## config.mk

```make
export PLATFORM = sky130hd
export DESIGN_NAME = mem_bus_arbiter_flat
export DESIGN_NICKNAME = d
export VERILOG_FILES = /design/src/rtl/mem_bus_arbiter_pkg.sv /design/src/rtl/mem_bus_arbiter_if.sv /design/src/rtl/mem_region_decode.sv /design/src/rtl/mem_bus_arbiter.sv /design/src/flat_wrapper.sv
export SDC_FILE = /design/constraint.sdc
export NUM_CORES = 1
export LEC_CHECK = 0
export CAP_MARGIN = 20
export CORE_AREA = 2 2 168 170
export DETAILED_ROUTE_END_ITERATION = 10
export DIE_AREA = 0 0 170 172
export GPL_TIMING_DRIVEN = 1
export PLACE_DENSITY = 0.65
export SLEW_MARGIN = 20
export SYNTH_ARGS = -nofsm -noshare
export SYNTH_HDL_FRONTEND = slang
export SYNTH_SLANG_ARGS = --single-unit
```

## constraint.sdc

```tcl
create_clock -name clock -period 1.7 [get_ports clock]
set_input_delay 0.17 -clock clock [delete_from_list [all_inputs] [get_ports clock]]
set_output_delay 0.17 -clock clock [all_outputs]
set_load 0.05 [all_outputs]
```

## src/rtl/mem_bus_arbiter_pkg.sv

```systemverilog
// Shared memory-bus definitions for the two-requester arbiter: region codes,
// access size codes, FSM state encoding, requester indices and wait-counter width.
package mem_bus_arbiter_pkg;

  localparam int WS_W = 8;

  localparam logic REQ_CPU = 1'b0;
  localparam logic REQ_DMA = 1'b1;

  typedef enum logic [1:0] {
    REG_ROM    = 2'b00,
    REG_RAM    = 2'b01,
    REG_PERIF  = 2'b10,
    REG_UNUSED = 2'b11
  } region_e;

  typedef enum logic [1:0] {
    SZ_BYTE   = 2'b00,
    SZ_HALF   = 2'b01,
    SZ_WORD   = 2'b10,
    SZ_DOUBLE = 2'b11
  } size_e;

  typedef enum logic [1:0] {
    ST_IDLE   = 2'b00,
    ST_ACCESS = 2'b01,
    ST_RESP   = 2'b10
  } state_e;

endpackage

```

## src/rtl/mem_bus_arbiter_if.sv

```systemverilog
// Requester and memory-bus signal bundle for mem_bus_arbiter.
//   req/we/size/addr/wdata : per-requester request (bit/field 0 = CPU, 1 = DMA)
//   ack/err/rdata          : completion pulse, error flag, shared read data
//   mem_*                  : downstream memory bus
// slave  : arbiter view
// master : requester/memory environment view
interface mem_bus_arbiter_if;
  logic [1:0]   req;
  logic [1:0]   we;
  logic [3:0]   size;
  logic [63:0]  addr;
  logic [127:0] wdata;
  logic [1:0]   ack;
  logic [1:0]   err;
  logic [63:0]  rdata;
  logic [31:0]  mem_address;
  logic [63:0]  mem_wdata;
  logic [1:0]   mem_size;
  logic [63:0]  mem_rdata;
  logic         mem_en;
  logic         mem_write_en;
  logic [1:0]   mem_cs;

  modport slave (
    input  req, we, size, addr, wdata, mem_rdata,
    output ack, err, rdata, mem_address, mem_wdata, mem_size,
           mem_en, mem_write_en, mem_cs
  );

  modport master (
    output req, we, size, addr, wdata, mem_rdata,
    input  ack, err, rdata, mem_address, mem_wdata, mem_size,
           mem_en, mem_write_en, mem_cs
  );
endinterface

```

## src/rtl/mem_region_decode.sv

```systemverilog
// Address/size decoder: region chip select from addr[13:12], wait-state count
// for that region, and an error flag for the UNUSED region or misalignment.
//   addr_region : address bits [13:12]
//   addr_low    : address bits [2:0] (alignment check)
//   size        : access size code
//   cs / ws / err : region, wait cycles, access error
module mem_region_decode
  import mem_bus_arbiter_pkg::*;
#(
  parameter int unsigned ROM_WS   = 1,
  parameter int unsigned RAM_WS   = 0,
  parameter int unsigned PERIF_WS = 2
) (
  input  logic [1:0]      addr_region,
  input  logic [2:0]      addr_low,
  input  logic [1:0]      size,
  output region_e         cs,
  output logic [WS_W-1:0] ws,
  output logic            err
);

  logic misaligned;

  always_comb begin
    cs = region_e'(addr_region);

    unique case (size_e'(size))
      SZ_BYTE: misaligned = 1'b0;
      SZ_HALF: misaligned = addr_low[0];
      SZ_WORD: misaligned = |addr_low[1:0];
      default: misaligned = |addr_low[2:0];
    endcase

    unique case (cs)
      REG_ROM:   ws = WS_W'(ROM_WS);
      REG_RAM:   ws = WS_W'(RAM_WS);
      REG_PERIF: ws = WS_W'(PERIF_WS);
      default:   ws = '0;
    endcase

    err = (cs == REG_UNUSED) || misaligned;
  end

endmodule

```

## src/rtl/mem_bus_arbiter.sv

```systemverilog
// Two-requester (CPU/DMA) round-robin memory bus arbiter with per-region wait
// states. IDLE grants and latches one request, ACCESS drives the bus for
// WS+1 cycles, RESP returns ack/err/rdata to the granted requester.
//   clock : rising-edge clock
//   reset : asynchronous active-low reset
//   bus   : requester + memory bus bundle (slave view)
module mem_bus_arbiter
  import mem_bus_arbiter_pkg::*;
#(
  parameter int unsigned ROM_WS   = 1,
  parameter int unsigned RAM_WS   = 0,
  parameter int unsigned PERIF_WS = 2
) (
  input  logic             clock,
  input  logic             reset,
  mem_bus_arbiter_if.slave bus
);

  state_e          state, state_nxt;
  logic            take;
  logic            gnt_nxt, gnt, last_gnt;
  logic [31:0]     sel_addr;
  logic [1:0]      sel_size;
  logic            sel_we;
  logic [63:0]     sel_wdata;
  region_e         dec_cs;
  logic [WS_W-1:0] dec_ws;
  logic            dec_err;

  logic            we_lat, err_lat;
  region_e         cs_lat;
  logic [31:0]     addr_lat;
  logic [1:0]      size_lat;
  logic [63:0]     wdata_lat;
  logic [WS_W-1:0] cnt;
  logic [63:0]     rdata_q;
  logic [1:0]      ack_q, err_q, ack_nxt, err_nxt;
  logic            mem_en_c, mem_write_en_c;
  logic [1:0]      mem_cs_c;

  // Round robin: a tie goes to whoever was not granted last; a lone request wins.
  always_comb begin
    if (bus.req == 2'b11) gnt_nxt = ~last_gnt;
    else                  gnt_nxt = bus.req[1];
  end

  assign take      = (state == ST_IDLE) && (|bus.req);
  assign sel_addr  = gnt_nxt ? bus.addr[63:32]   : bus.addr[31:0];
  assign sel_size  = gnt_nxt ? bus.size[3:2]     : bus.size[1:0];
  assign sel_we    = gnt_nxt ? bus.we[1]         : bus.we[0];
  assign sel_wdata = gnt_nxt ? bus.wdata[127:64] : bus.wdata[63:0];

  mem_region_decode #(
    .ROM_WS   (ROM_WS),
    .RAM_WS   (RAM_WS),
    .PERIF_WS (PERIF_WS)
  ) u_decode (
    .addr_region (sel_addr[13:12]),
    .addr_low    (sel_addr[2:0]),
    .size        (sel_size),
    .cs          (dec_cs),
    .ws          (dec_ws),
    .err         (dec_err)
  );

  always_ff @(posedge clock or negedge reset) begin
    if (!reset) state <= ST_IDLE;
    else        state <= state_nxt;
  end

  always_comb begin
    state_nxt = state;
    unique case (state)
      ST_IDLE:   if (take) state_nxt = dec_err ? ST_RESP : ST_ACCESS;
      ST_ACCESS: if (cnt == '0) state_nxt = ST_RESP;
      ST_RESP:   state_nxt = ST_IDLE;
      default:   state_nxt = ST_IDLE;
    endcase
  end

  // ack/err are registered off RESP, so they are seen in the cycle after RESP.
  always_comb begin
    mem_en_c       = 1'b0;
    mem_write_en_c = 1'b0;
    mem_cs_c       = '0;
    ack_nxt        = '0;
    err_nxt        = '0;
    unique case (state)
      ST_ACCESS: begin
        mem_en_c       = 1'b1;
        mem_write_en_c = we_lat;
        mem_cs_c       = cs_lat;
      end
      ST_RESP: begin
        ack_nxt[gnt] = 1'b1;
        err_nxt[gnt] = err_lat;
      end
      default: ;
    endcase
  end

  always_ff @(posedge clock or negedge reset) begin
    if (!reset) begin
      gnt       <= REQ_CPU;
      last_gnt  <= REQ_DMA;
      we_lat    <= 1'b0;
      err_lat   <= 1'b0;
      cs_lat    <= REG_ROM;
      addr_lat  <= '0;
      size_lat  <= '0;
      wdata_lat <= '0;
      cnt       <= '0;
      rdata_q   <= '0;
      ack_q     <= '0;
      err_q     <= '0;
    end else begin
      ack_q <= ack_nxt;
      err_q <= err_nxt;
      if (take) begin
        gnt       <= gnt_nxt;
        last_gnt  <= gnt_nxt;
        we_lat    <= sel_we;
        err_lat   <= dec_err;
        cs_lat    <= dec_cs;
        addr_lat  <= sel_addr;
        size_lat  <= sel_size;
        wdata_lat <= sel_wdata;
        cnt       <= dec_ws;
      end
      if (state == ST_ACCESS) begin
        if (cnt != '0)   cnt     <= cnt - WS_W'(1);
        else if (!we_lat) rdata_q <= bus.mem_rdata;
      end
      if (state == ST_RESP && err_lat) rdata_q <= '0;
    end
  end

  assign bus.ack          = ack_q;
  assign bus.err          = err_q;
  assign bus.rdata        = rdata_q;
  assign bus.mem_address  = addr_lat;
  assign bus.mem_wdata    = wdata_lat;
  assign bus.mem_size     = size_lat;
  assign bus.mem_en       = mem_en_c;
  assign bus.mem_write_en = mem_write_en_c;
  assign bus.mem_cs       = mem_cs_c;

endmodule

```

## src/flat_wrapper.sv

```systemverilog
// flat-port wrapper written by rule: the top's interface ports become plain ports
module mem_bus_arbiter_flat import mem_bus_arbiter_pkg::*;
#(
  parameter int unsigned ROM_WS   = 1,
  parameter int unsigned RAM_WS   = 0,
  parameter int unsigned PERIF_WS = 2
)
  (clock, reset, bus_req, bus_we, bus_size, bus_addr, bus_wdata, bus_mem_rdata, bus_ack, bus_err, bus_rdata, bus_mem_address, bus_mem_wdata, bus_mem_size, bus_mem_en, bus_mem_write_en, bus_mem_cs);
  mem_bus_arbiter_if bus_i ();
  input  logic clock;
  input  logic reset;
  input wire logic [$bits(bus_i.req)-1:0] bus_req;
  input wire logic [$bits(bus_i.we)-1:0] bus_we;
  input wire logic [$bits(bus_i.size)-1:0] bus_size;
  input wire logic [$bits(bus_i.addr)-1:0] bus_addr;
  input wire logic [$bits(bus_i.wdata)-1:0] bus_wdata;
  input wire logic [$bits(bus_i.mem_rdata)-1:0] bus_mem_rdata;
  output wire logic [$bits(bus_i.ack)-1:0] bus_ack;
  output wire logic [$bits(bus_i.err)-1:0] bus_err;
  output wire logic [$bits(bus_i.rdata)-1:0] bus_rdata;
  output wire logic [$bits(bus_i.mem_address)-1:0] bus_mem_address;
  output wire logic [$bits(bus_i.mem_wdata)-1:0] bus_mem_wdata;
  output wire logic [$bits(bus_i.mem_size)-1:0] bus_mem_size;
  output wire logic [$bits(bus_i.mem_en)-1:0] bus_mem_en;
  output wire logic [$bits(bus_i.mem_write_en)-1:0] bus_mem_write_en;
  output wire logic [$bits(bus_i.mem_cs)-1:0] bus_mem_cs;
  assign bus_i.req = bus_req;
  assign bus_i.we = bus_we;
  assign bus_i.size = bus_size;
  assign bus_i.addr = bus_addr;
  assign bus_i.wdata = bus_wdata;
  assign bus_i.mem_rdata = bus_mem_rdata;
  assign bus_ack = bus_i.ack;
  assign bus_err = bus_i.err;
  assign bus_rdata = bus_i.rdata;
  assign bus_mem_address = bus_i.mem_address;
  assign bus_mem_wdata = bus_i.mem_wdata;
  assign bus_mem_size = bus_i.mem_size;
  assign bus_mem_en = bus_i.mem_en;
  assign bus_mem_write_en = bus_i.mem_write_en;
  assign bus_mem_cs = bus_i.mem_cs;
  mem_bus_arbiter #(.ROM_WS(ROM_WS), .RAM_WS(RAM_WS), .PERIF_WS(PERIF_WS)) u_core (.clock(clock), .reset(reset), .bus(bus_i));
endmodule
```

Word-level counts from Yosys, hierarchy flattened
Index checks and enable logic that the tools add are counted.

Word-level logic and storage cells: 69. Bits of input ports: 266. Register bits after elaboration: 182. Output and inout port bits: 170.

Bitwise gates (word level): 2. Mux-type cells: 25. $lt $le $gt $ge: 2. Eq/ne operators: 11. Reduce and logical (&&, ||, !) cells: 15. $add $sub $neg: 1.

Operator list (count): two-way mux 64 bit (5); two-way mux 32 bit (1); two-way mux 8 bit (3); two-way mux 2 bit (7); == test 2 bit (second input constant) (5); zero test 8 bit (1); one-hot mux 2 bit (2 select lines) (2); nonzero test 8 bit (1); subtractor 8 x 1 -> 8 bit (second input constant) (1); zero test 2 bit (3); two-way mux 1 bit (5); == test 2 x 1 -> 1 bit (second input constant) (2); != test 2 x 1 -> 1 bit (second input constant) (2); != test 2 bit (second input constant) (2); OR reduction 2 bit (2); logical AND 1 bit (3); one-hot mux 1 bit (3 select lines) (1); AND reduction 3 bit (1); OR reduction 3 bit (1); AND 2 bit (1); < comparator 1 x 2 -> 1 bit (second input constant) (1); AND reduction 2 bit (1); nonzero test 2 bit (1); demux 1 bit (select 1 bit) (1); other kinds (3) (3).

Logic depth before layout (Yosys ltp)
Word-level depth: 9. Gate-level depth with buffers: 9.

Modules after synthesis
From an unflattened synthesis, not the netlist that was laid out.

Cells, all modules: 696. Area total of the unflattened synthesis: 7965.1 µm².

By module, submodules not included: mem_bus_arbiter (sequential area each 4555.6 µm², cells each 680, area an instance 7861.3 µm², times used 1); mem_region_decode (sequential area each 0.0 µm², cells each 16, area an instance 103.8 µm², times used 1).

Worst setup path before layout
OpenSTA, ideal clock, no wires.

Path type: flip-flop to flip-flop. Start point: reg u_core.cnt[0]. End point: reg u_core.cnt[6]. Slack: -0.111 ns. Data arrival time: 1.732 ns. Period minus slack after synthesis: 1.811 ns. Stages on the path, launching flop included: 8. Required time: 1.621 ns. Setup time: 0.079 ns. Path through: dfrtp_1 inv_1 ha_1 or3b_2 o21a_1 clkbuf_1 nand4_1 mux2i_1.

Longest elaborated chain between the ends: 3. Elaborated cells on any way between the ends: 4. Classes of those cells: add/sub: 1; mux: 2; reduce/logical: 1.

Ends and longest elaborated chain: start: declaration (RTL line mem_bus_arbiter.sv:35) `logic [WS_W-1:0] cnt;`; start signal: assignment (RTL line mem_bus_arbiter.sv:128) `cnt <= dec_ws;`; start signal: assignment (RTL line mem_bus_arbiter.sv:131) `if (cnt != '0) cnt <= cnt - WS_W'(1);`; subtractor 8 x 1 -> 8 bit or nonzero test 8 bit (tied branches) (RTL line mem_bus_arbiter.sv:131); two-way mux 8 bit (*) (RTL line mem_bus_arbiter.sv:131); two-way mux 8 bit (*) (RTL line mem_bus_arbiter.sv:130) `if (state == ST_ACCESS) begin`.

Mark *: on every way between the ends. The rest lies on a longest branch, timed or not. A chain may end at the register's enable or synchronous reset.

Final worst setup path
Start point: reg u_core.cnt[5]. End point: reg u_core.rdata_q[38], in the netlist u_core.bus.rdata[38].

Longest elaborated chain between the ends: 3.

Ends and longest elaborated chain: nonzero test 8 bit (RTL line mem_bus_arbiter.sv:131); != test 2 bit (no line); AND reduction 3 bit (no line); end signal: assignment (RTL line mem_bus_arbiter.sv:132) `else if (!we_lat) rdata_q <= bus.mem_rdata;`; end: declaration (RTL line mem_bus_arbiter.sv:36) `logic [63:0] rdata_q;`.

Every way passes these cells.

==> flow_summary.ini <==
[status]
status = finished with violations
failed_checks = setup timing

[critical_path]
rr_worst_depth = 6
rrSetupSlack_ns = -0.10
cp_max_fo = 21
end_kind = register
crit_required_ns = 2.04
reg2reg_from = u_core.cnt[5]
crit_arrival_ns = 2.14
r2r_end = u_core.bus.rdata[38]
criticalPathCategory = reg -> reg
critPathLaunchType = register

[grt]
grt-ovfl-total = 0
track_usage_pct = 17.2
antenna_found_initial = 1
grt_pass1_wl_um = 39200
grt_max_degree = 59
grt_pass1_vias = 7288

[clock_tree]
numCtsBuffers = 17
h-tree-depth = 4
cts_tree = yes
clk_pin_slew_ns = 0.08
cts_num_sinks = 180
clk_latency_ns = 0.43
clockBufferDepth = 2
ctsRootBufferMaster = clkbuf_16

[placed_design]
dp_cells = 1581
io_buffers = 435
pre_cts_ws_ns = -0.136
dp_hpwl_um = 20300
place_congestion = 0.776

[synth]
synth-edff-count = 0
netlist.area_leader.share_pct = 56.6
async_reset_ff_share_pct = 100
netlist_area_um2 = 7910
seq_area_frac_synth_pct = 57.0
synth.distinct_cells = 39
syn_nets = 1060
synth_seq_cells = 180
yosys-top-cells-count = nand2_1 (238), dfrtp_1 (179), o21ai_0 (156)
synth_ff_type = dfrtp_1
yosys.cell_count.top_type = nand2_1
syn_avg_cell_area_um2 = 9.99
yosys.area.top_type = dfrtp_1
synth_cells = 792
ys.warnings.count = 0
yosys-top-cells-area = dfrtp_1 (57%), mux2i_1 (13%), nand2_1 (11%)

[sta]
tns_ns = -4.58
fin_crit_ns = 1.80
fmax_mhz = 555
setup_violations = 65
grt_setup_unrepaired = true
slew_headroom_pct = 64.6
hold_viol = 0
fin_ws_ns = -0.103
final_max_slew_viol_count = 0
fin_skew_ns = 0.0186
tightestPinTransition_ns = 0.534
min_period_over_period_pct = 106

[route]
num_vias = 7266
wl_per_cell_um = 16.0
drtAntennaViolNets = 0
drt_iter0_drc = 330
routed_via_density = 4.49
drcViolationCount = 0
wirelength_um = 25900
dr.pass1.iters = 4

[die]
die_w_um = 170
num_io_pins = 436
core_um2 = 27500
floorplan.die_area_um2 = 29200
die_y_um = 172
initial_core_util_pct = 28.8
rows = 61

[hold_path]
hold_class = in -> reg
holdPathStages = 3
worst_hold_startpoint = bus_mem_rdata[28]
hold_path_end = u_core.bus.rdata[28]

[power_and_ir_drop]
p_sw_mw = 14.2
p_clk_share_pct = 15.0
p_sw_share_pct = 51.2
vdd_ir_drop_max_v = 0.000838
combPwrFrac_pct = 57.6
power_frac_seq_pct = 27.4
p_int_mw = 13.5
powerDensity_nw_per_um2 = 2030
leakage_nw = 6.36
p_total_mw = 27.7

[finish]
final_util_pct = 49.7
syn_to_final_growth_pct = 72.5
nNetsFinal = 1525
final_cells = 1617
drive_gt1_share_pct = 18.2

[flow_run]
maxCapViolCount = 0
logic make-up (layout without fill, tap and decap cells):
kind of cell | Yosys count | in the layout | synth area share, %
AND/OR/NAND/NOR | 265 | 265 | 13.5
adder cells (fa/ha/maj) | 2 | 2 | 0.316
other | 0 | 1 | 0
buffers and inverters | 58 | 535 | 3.54
multiplexers | 106 | 106 | 13.4
flip-flops | 180 | 180 | 57.0
AO/OA/AOI/OAI | 181 | 182 | 12.2
what timing repair did:
action,CTS,global route
hold buffers,1,0
gates resized for setup,95,24
setup buffers,1,0
cloned,1,0
endpoints found under the hold margin,39,0
setup endpoints to repair,147,74
sequential cells by signal, summed over array words and instances (netlist names):
name	cells
u_core.bus.ack	2
u_core.bus.err	2
u_core.bus.mem_address	32
u_core.bus.mem_size	2
u_core.bus.mem_wdata	64
u_core.bus.rdata	64
u_core.cnt	8
u_core.err_lat	1
u_core.gnt	1
u_core.last_gnt	1
u_core.state	2
u_core.we_lat	1
power by group through the flow:
stage	clock (mW)	combinational, mW	sequential (mW)
finish	4.15	15.9	7.58
global route	4.47	16.9	7.84
CTS	4.32	16.0	7.59
detailed placement	0	16.5	7.67
global placement	0	16.3	7.61
floorplan	0	3.36	14.4
cell type report:
type,instances,area [um2]
fill,2616,13800
timing repair buffer,500,4830
inverter,3,13.8
clock buffer,17,425
clock inverter,15,211
antenna,1,2.50
tap,346,433
multi-input combinational,555,3220
sequential,180,4510
worst max-delay path, stage by stage, from the launching register on:
cell	delay, ns
dfrtp_1	0.38
or4_4	0.56
nor4_4	0.28
buf_12	0.20
buf_12	0.16
nand2_1	0.06
o21ai_1	0.08
per-stage QoR:
step	hold WS [ns]	cell area, um2
after floorplan	-0.126	7910
after global placement	0.177	13000
after detailed placement	0.181	13000
after CTS	0.251	13600
after global routing	0.263	13600
final	0.272	13600
layer usage:
layer,GRT usage (%),share of wire (%),vias to the layer above
met1,20.9,41,3328
met2,29.4,49,298
met4,4.35,1.4,0
met3,5.75,8.4,24
met5,0,0,-
li1,-,-,3616
placed cells by master (no fill, tap or decap), drive strengths merged:
cell type,Yosys,layout
nand4,2,2
nor4,1,1
dfrtp,179,179
or4,1,1
ha,2,2
nand4b,2,2
nor3,1,1
dlygate4sd2,0,71
bufinv,0,1
diode,0,1
a21o,2,2
clkdlybuf4s50,0,264
buf,23,163
a221oi,2,2
dlygate4sd3,0,1
dfstp,1,1
nor2b,2,2
clkinv,0,9
nand2,238,238
o21a,4,5
nand2b,2,2
nor2,7,7
a22oi,2,2
a21boi,1,1
a21oi,3,3
inv,3,7
o21bai,1,1
or3b,1,1
mux2,1,1
mux2i,105,105
a31oi,2,2
o21ai,163,163
o22a,1,1
clkbuf,32,18
and3,1,1
clkinvlp,0,1
and2,4,4
nand3,2,2
nand3b,1,1
how the worst max path moves through the flow:
stage | startpoint | to | slack, ns | cells past startpoint
floorplan | u_core.cnt[5] | u_core.bus.rdata[59] | -0.05 | 7
global placement | bus_req[1] | u_core.bus.mem_wdata[17] | -0.09 | 6
detailed placement | u_core.cnt[5] | u_core.cnt[5] | -0.14 | 5
CTS | u_core.cnt[5] | u_core.bus.rdata[17] | -0.11 | 6
global route | u_core.cnt[5] | u_core.bus.rdata[30] | -0.19 | 6
finish | u_core.cnt[5] | u_core.bus.rdata[38] | -0.10 | 6
Note: power is estimated with default switching activity, not from simulation.
